<file path="config.mk">
export PLATFORM = sky130hd
export DESIGN_NAME = chunked_seq_adder
export DESIGN_NICKNAME = d
export VERILOG_FILES = /design/src/rtl/chunked_seq_adder.sv
export SDC_FILE = /design/constraint.sdc
export NUM_CORES = 1
export LEC_CHECK = 0
export ABC_AREA = 0
export CORE_MARGIN = 2
export CORE_UTILIZATION = 50
export DETAILED_ROUTE_END_ITERATION = 16
export HOLD_SLACK_MARGIN = 0.08
export PLACE_DENSITY = 0.79
export SYNTH_ARGS = -nofsm -noshare
export SYNTH_HDL_FRONTEND = slang
export SYNTH_SLANG_ARGS = --single-unit
export TNS_END_PERCENT = 100
</file>
<file path="constraint.sdc">
create_clock -name clk -period 8.3 [get_ports clk]
set_input_delay 1.245 -clock clk [delete_from_list [all_inputs] [get_ports clk]]
set_output_delay 1.245 -clock clk [all_outputs]
set_load 0.01 [all_outputs]
</file>
<file path="src/rtl/chunked_seq_adder.sv">
// ---------------------------------------------------------------------------
// chunked_seq_adder
//   Multi-cycle adder/subtractor. Adds WIDTH-bit operands CHUNK bits per
//   clock, LSB slice first, carrying between slices through a register.
//   Subtract is A + ~B + 1, so carry=1 means "no borrow".
//   WIDTH must be an integer multiple of CHUNK (1 <= CHUNK <= WIDTH).
//
// Ports
//   clk      in   rising-edge clock
//   rst      in   asynchronous active-high reset
//   start    in   request a new operation (ignored while busy)
//   a, b     in   operands, sampled with start
//   cin      in   carry-in, sampled with start (ignored when sub=1)
//   sub      in   0: a+b+cin, 1: a-b
//   busy     out  high while slices are being computed
//   done     out  one-cycle pulse when sum/carry/overflow are valid
//   sum      out  result modulo 2^WIDTH, held until the next accepted start
//   carry    out  carry out of the MSB
//   overflow out  two's-complement overflow
// ---------------------------------------------------------------------------
module chunked_seq_adder #(
  parameter int unsigned WIDTH = 32,
  parameter int unsigned CHUNK = 8
) (
  input  logic             clk,
  input  logic             rst,
  input  logic             start,
  input  logic [WIDTH-1:0] a,
  input  logic [WIDTH-1:0] b,
  input  logic             cin,
  input  logic             sub,
  output logic             busy,
  output logic             done,
  output logic [WIDTH-1:0] sum,
  output logic             carry,
  output logic             overflow
);

  localparam int unsigned NCHUNK = WIDTH / CHUNK;
  localparam int unsigned IDXW   = (NCHUNK > 1) ? $clog2(NCHUNK) : 1;
  localparam logic [IDXW-1:0]  LAST_IDX   = IDXW'(NCHUNK - 1);
  localparam logic [WIDTH-1:0] SLICE_MASK = {WIDTH{1'b1}} >> (WIDTH - CHUNK);

  typedef enum logic [1:0] {
    S_IDLE = 2'd0,
    S_RUN  = 2'd1,
    S_DONE = 2'd2
  } state_e;

  state_e           state_q, state_d;
  logic [WIDTH-1:0] a_q, a_d;
  logic [WIDTH-1:0] b_q, b_d;        // already inverted for subtract
  logic             c_q, c_d;        // carry between slices
  logic [IDXW-1:0]  idx_q, idx_d;
  logic [WIDTH-1:0] sum_q, sum_d;
  logic             carry_q, carry_d;
  logic             ovf_q, ovf_d;
  logic             busy_q, busy_d;
  logic             done_q, done_d;

  // Current slice operands and their CHUNK+1-bit sum
  logic [31:0]      base;
  logic [CHUNK-1:0] a_sl;
  logic [CHUNK-1:0] b_sl;
  logic [CHUNK:0]   slice_sum;
  logic             msb_cin;

  always_comb begin
    base      = 32'(idx_q) * 32'(CHUNK);
    a_sl      = CHUNK'(a_q >> base);
    b_sl      = CHUNK'(b_q >> base);
    slice_sum = {1'b0, a_sl} + {1'b0, b_sl} + (CHUNK+1)'(c_q);
    // Carry into the top bit recovered from the operand and result bits
    msb_cin   = a_sl[CHUNK-1] ^ b_sl[CHUNK-1] ^ slice_sum[CHUNK-1];
  end

  // Next-state and datapath update
  always_comb begin
    state_d = state_q;
    a_d     = a_q;
    b_d     = b_q;
    c_d     = c_q;
    idx_d   = idx_q;
    sum_d   = sum_q;
    carry_d = carry_q;
    ovf_d   = ovf_q;

    unique case (state_q)
      S_IDLE, S_DONE: begin
        if (start) begin
          a_d     = a;
          b_d     = sub ? ~b : b;
          c_d     = sub ? 1'b1 : cin;
          idx_d   = '0;
          state_d = S_RUN;
        end else begin
          state_d = S_IDLE;
        end
      end

      S_RUN: begin
        // Replace only this slice of the result; other bits are untouched
        sum_d = (sum_q & ~(SLICE_MASK << base))
              | ((WIDTH'(slice_sum[CHUNK-1:0]) & SLICE_MASK) << base);
        c_d   = slice_sum[CHUNK];
        if (idx_q == LAST_IDX) begin
          carry_d = slice_sum[CHUNK];
          ovf_d   = msb_cin ^ slice_sum[CHUNK];
          state_d = S_DONE;
        end else begin
          idx_d = idx_q + IDXW'(1);
        end
      end

      default: state_d = S_IDLE;
    endcase

    busy_d = (state_d == S_RUN);
    done_d = (state_d == S_DONE);
  end

  // State and output registers
  always_ff @(posedge clk or posedge rst) begin
    if (rst) begin
      state_q <= S_IDLE;
      a_q     <= '0;
      b_q     <= '0;
      c_q     <= 1'b0;
      idx_q   <= '0;
      sum_q   <= '0;
      carry_q <= 1'b0;
      ovf_q   <= 1'b0;
      busy_q  <= 1'b0;
      done_q  <= 1'b0;
    end else begin
      state_q <= state_d;
      a_q     <= a_d;
      b_q     <= b_d;
      c_q     <= c_d;
      idx_q   <= idx_d;
      sum_q   <= sum_d;
      carry_q <= carry_d;
      ovf_q   <= ovf_d;
      busy_q  <= busy_d;
      done_q  <= done_d;
    end
  end

  assign busy     = busy_q;
  assign done     = done_q;
  assign sum      = sum_q;
  assign carry    = carry_q;
  assign overflow = ovf_q;

endmodule

</file>
==> run_results.csv <==
group,metric,value,unit
status,status,"finished, final reports clean",
synthesis,synth_cell_types,30,
floorplan,initial_utilization,0.5077,
route,drt_iter0_markers,172,
sta,report.final.slew_viol_count,0,
final_layout,layout-drive-gt1-share,0.1365,
sta,grt_setup_unrepaired,"no",
clock_network,post_cts_buffers,0,
global_routing,grtUsageTotal,0.2034,
power_and_ir_drop,leakagePower,2.624,nW
global_routing,grt_pass1_wl,16190,um
synthesis,synth_area,4871,um2
clock_network,cts_resized,0,
route,dr.pass1.iters,5,
clock_network,cts_max_path_buffers,2,
route,drt-total-wl,10090,um
route,postRouteAntennaNets,0,
clock_network,cts_max_level,3,
place,port_buffers,104,
route,viasPerCell,5.314,
global_routing,grt_start_max_net_pins,99,
setup_path,end_kind,"register",
synthesis,synth_warnings,0,
clock_network,cts_tree,"yes",
floorplan,pin_count,105,
sta,tightest_slew,0.9629,ns
sta,fmax,324.3,MHz
route,drc,0,
flow_run,drv_cap,0,
clock_network,cts_root_buffer,"clkbuf_8",
setup_path,rr_startpoint,"idx_q[0]",
synthesis,netlist_instances,390,
synthesis,postSynthAreaPerCell,12.49,um2
sta,relSlewSlack,0.3581,
sta,whs,0.4830,ns
final_layout,fin_cells,624,
global_routing,antenna_found_initial,0,
clock_network,clkTransAtPathRegs,0.09,ns
floorplan,fp.coreArea,9594,um2
clock_network,clock_latency,0.36,ns
global_routing,grt_pass1_vias,3248,
route,vias,3316,
synthesis,synth-seq-area-share,0.5394,
power_and_ir_drop,powerDensity,444.8,nW/um2
sta,period_minus_slack,3.083,ns
synthesis,ys_ff_latch,105,
clock_network,cts.sinks,105,
place,dp_cells,609,
sta,final.setup_skew,0.009238,ns
final_layout,fillers,749,
synthesis,yosys_most_used_dff,"dfrtp_1",
power_and_ir_drop,vdd_drop_max,0.2074,mV
sta,setup_violations,0,
final_layout,nets,569,
worst_hold_path,hold_class,"register to register",
sta,setup-tns-final,0,ns
clock_network,postCtsHoldBufs,0,
sta,fin_crit_sh,0.3715,
synthesis,synth_edf_count,0,
setup_path,critPathLaunch,"idx_q[0]",
synthesis,async_flop_share,1.000,
final_layout,antennaDiodeCount,0,
place,routabilityCongestion,0.8707,
floorplan,die_x,102.7,um
setup_path,cp-start-kind,"register",
sta,finalHoldViolations,0,
final_layout,area_delta_synth_final,26.71,%
setup_path,critical_path.max_fanout,23,
place,dp_hpwl,7462,um
floorplan,die_h,102.7,um
setup_path,worstPathRequired,8.60,ns
global_routing,grt_overflow_total,0,
clock_network,cts_buffers,9,
floorplan,rows,36,
worst_hold_path,min_from,"b_q[30]",
floorplan,die_area,10550,um2
route,wire_per_inst,16.17,um
synthesis,syn-num-nets,472,
setup_path,critPathArrivalTime,3.38,ns
setup_path,criticalPathCategory,"register to register",
==> cell families (layout without fill, tap and decap cells) <==
group | count (synthesis) | count (layout) | share of synthesized area
flops | 105 | 105 | 0.5394
xor+xnor | 39 | 39 | 0.07013
mux | 48 | 48 | 0.1480
simple gates | 69 | 69 | 0.05934
buf+inv | 31 | 132 | 0.02774
compound gates | 85 | 85 | 0.1189
fa+ha+maj | 13 | 13 | 0.03648
==> sequential cells by signal (all words and copies together), names as in the netlist <==
signal / flops
c_q: 1
b_q: 32
idx_q: 2
sum: 32
done: 1
busy: 1
carry: 1
a_q: 32
state_q: 2
overflow: 1
==> cell type report <==
cell class | count | area, um2 | area share
Clock buffer | 13 | 148.9 | 0.02412
Multi-Input combinational cell | 254 | 2116 | 0.3428
Inverter | 10 | 40.04 | 0.006487
Timing Repair Buffer | 107 | 1059 | 0.1715
Sequential cell | 105 | 2628 | 0.4257
Clock inverter | 2 | 15.01 | 0.002433
Tap cell | 133 | 166.4 | 0.02696
==> path summary, 6_finish.rpt <==
| kind | endpoint | slack [ns] | cells past startpoint |
|---|---|---|---|
| worst max-delay path | sum[15] | 5.22 | 8 |
| worst max register to register | sum[15] | 5.22 | 8 |
| worst min-delay path | b_q[30] | 0.48 | 2 |
| min in group asynchronous | sum[20] | 1.25 | 2 |
| max in group asynchronous | a_q[25] | 5.82 | 3 |
| worst min register to register | b_q[30] | 0.48 | 2 |
==> worst max-delay path: stages (launching register included) <==
cell      delay (ns)
dfrtp_1         0.33
buf_4           0.34
mux4_2          0.57
fa_1            0.45
a211oi_1        0.30
nor3_1          0.10
a211o_1         0.33
xor2_1          0.38
a22o_1          0.20
==> cell usage in the layout (no fill, tap or decap), types with 11 or more instances in the layout <==
master and n:
nand2_1 47, dfrtp_1 105, a22o_1 30, o21ai_0 31, mux2_2 32, ha_1 11, xnor2_1 37, clkdlybuf4s50_1 103
mux4_2 16
==> metal layers <==
layer,track usage,part of all wire,vias up
met5,0,0,-
met3,0.03390,0.044,11
li1,-,-,1580
met4,0.06051,0.012,0
met1,0.2756,0.44,1633
met2,0.3409,0.50,92
==> stage by stage <==
| step | total power [W] | cell area (um2) | util | setup WS [ns] |
|---|---|---|---|---|
| finish | 0.002745 | 6172 | 0.6433 | 5.217 |
| global route | 0.002947 | 6172 | 0.6433 | 5.031 |
| CTS | 0.002764 | 6172 | 0.6433 | 5.181 |
| detailed placement | 0.002487 | 6008 | 0.6262 | 5.213 |
| global placement | 0.002418 | 6008 | 0.6262 | 5.269 |
| floorplan | 0.001953 | 4871 | - | 4.294 |
==> power by group <==
| group | internal (W) | leakage, nW | switching (W) |
|---|---|---|---|
| clock network | 0.000116 | 0.0757 | 0.000162 |
| registers | 0.000769 | 1.28 | 0.000139 |
| logic | 0.000750 | 1.27 | 0.000810 |
| total | 0.00164 | 2.62 | 0.00111 |
==> synthesized netlist by cell type (all sizes together) (2+ instances only) <==
cell / instances / area share
a211oi: 3 / 0.0046
a21o: 4 / 0.0062
a21oi: 4 / 0.0041
a22o: 30 / 0.054
buf: 15 / 0.015
clkbuf: 6 / 0.0046
dfrtp: 105 / 0.54
fa: 2 / 0.0082
ha: 11 / 0.028
inv: 10 / 0.0077
mux2: 32 / 0.074
mux4: 16 / 0.074
nand2: 47 / 0.036
nand2b: 3 / 0.0039
nor2: 10 / 0.0077
nor2b: 2 / 0.0026
nor3: 4 / 0.0041
o21ai: 37 / 0.038
o31ai: 2 / 0.0031
xnor2: 37 / 0.067
xor2: 2 / 0.0036
(Power assumes the default switching activity.)
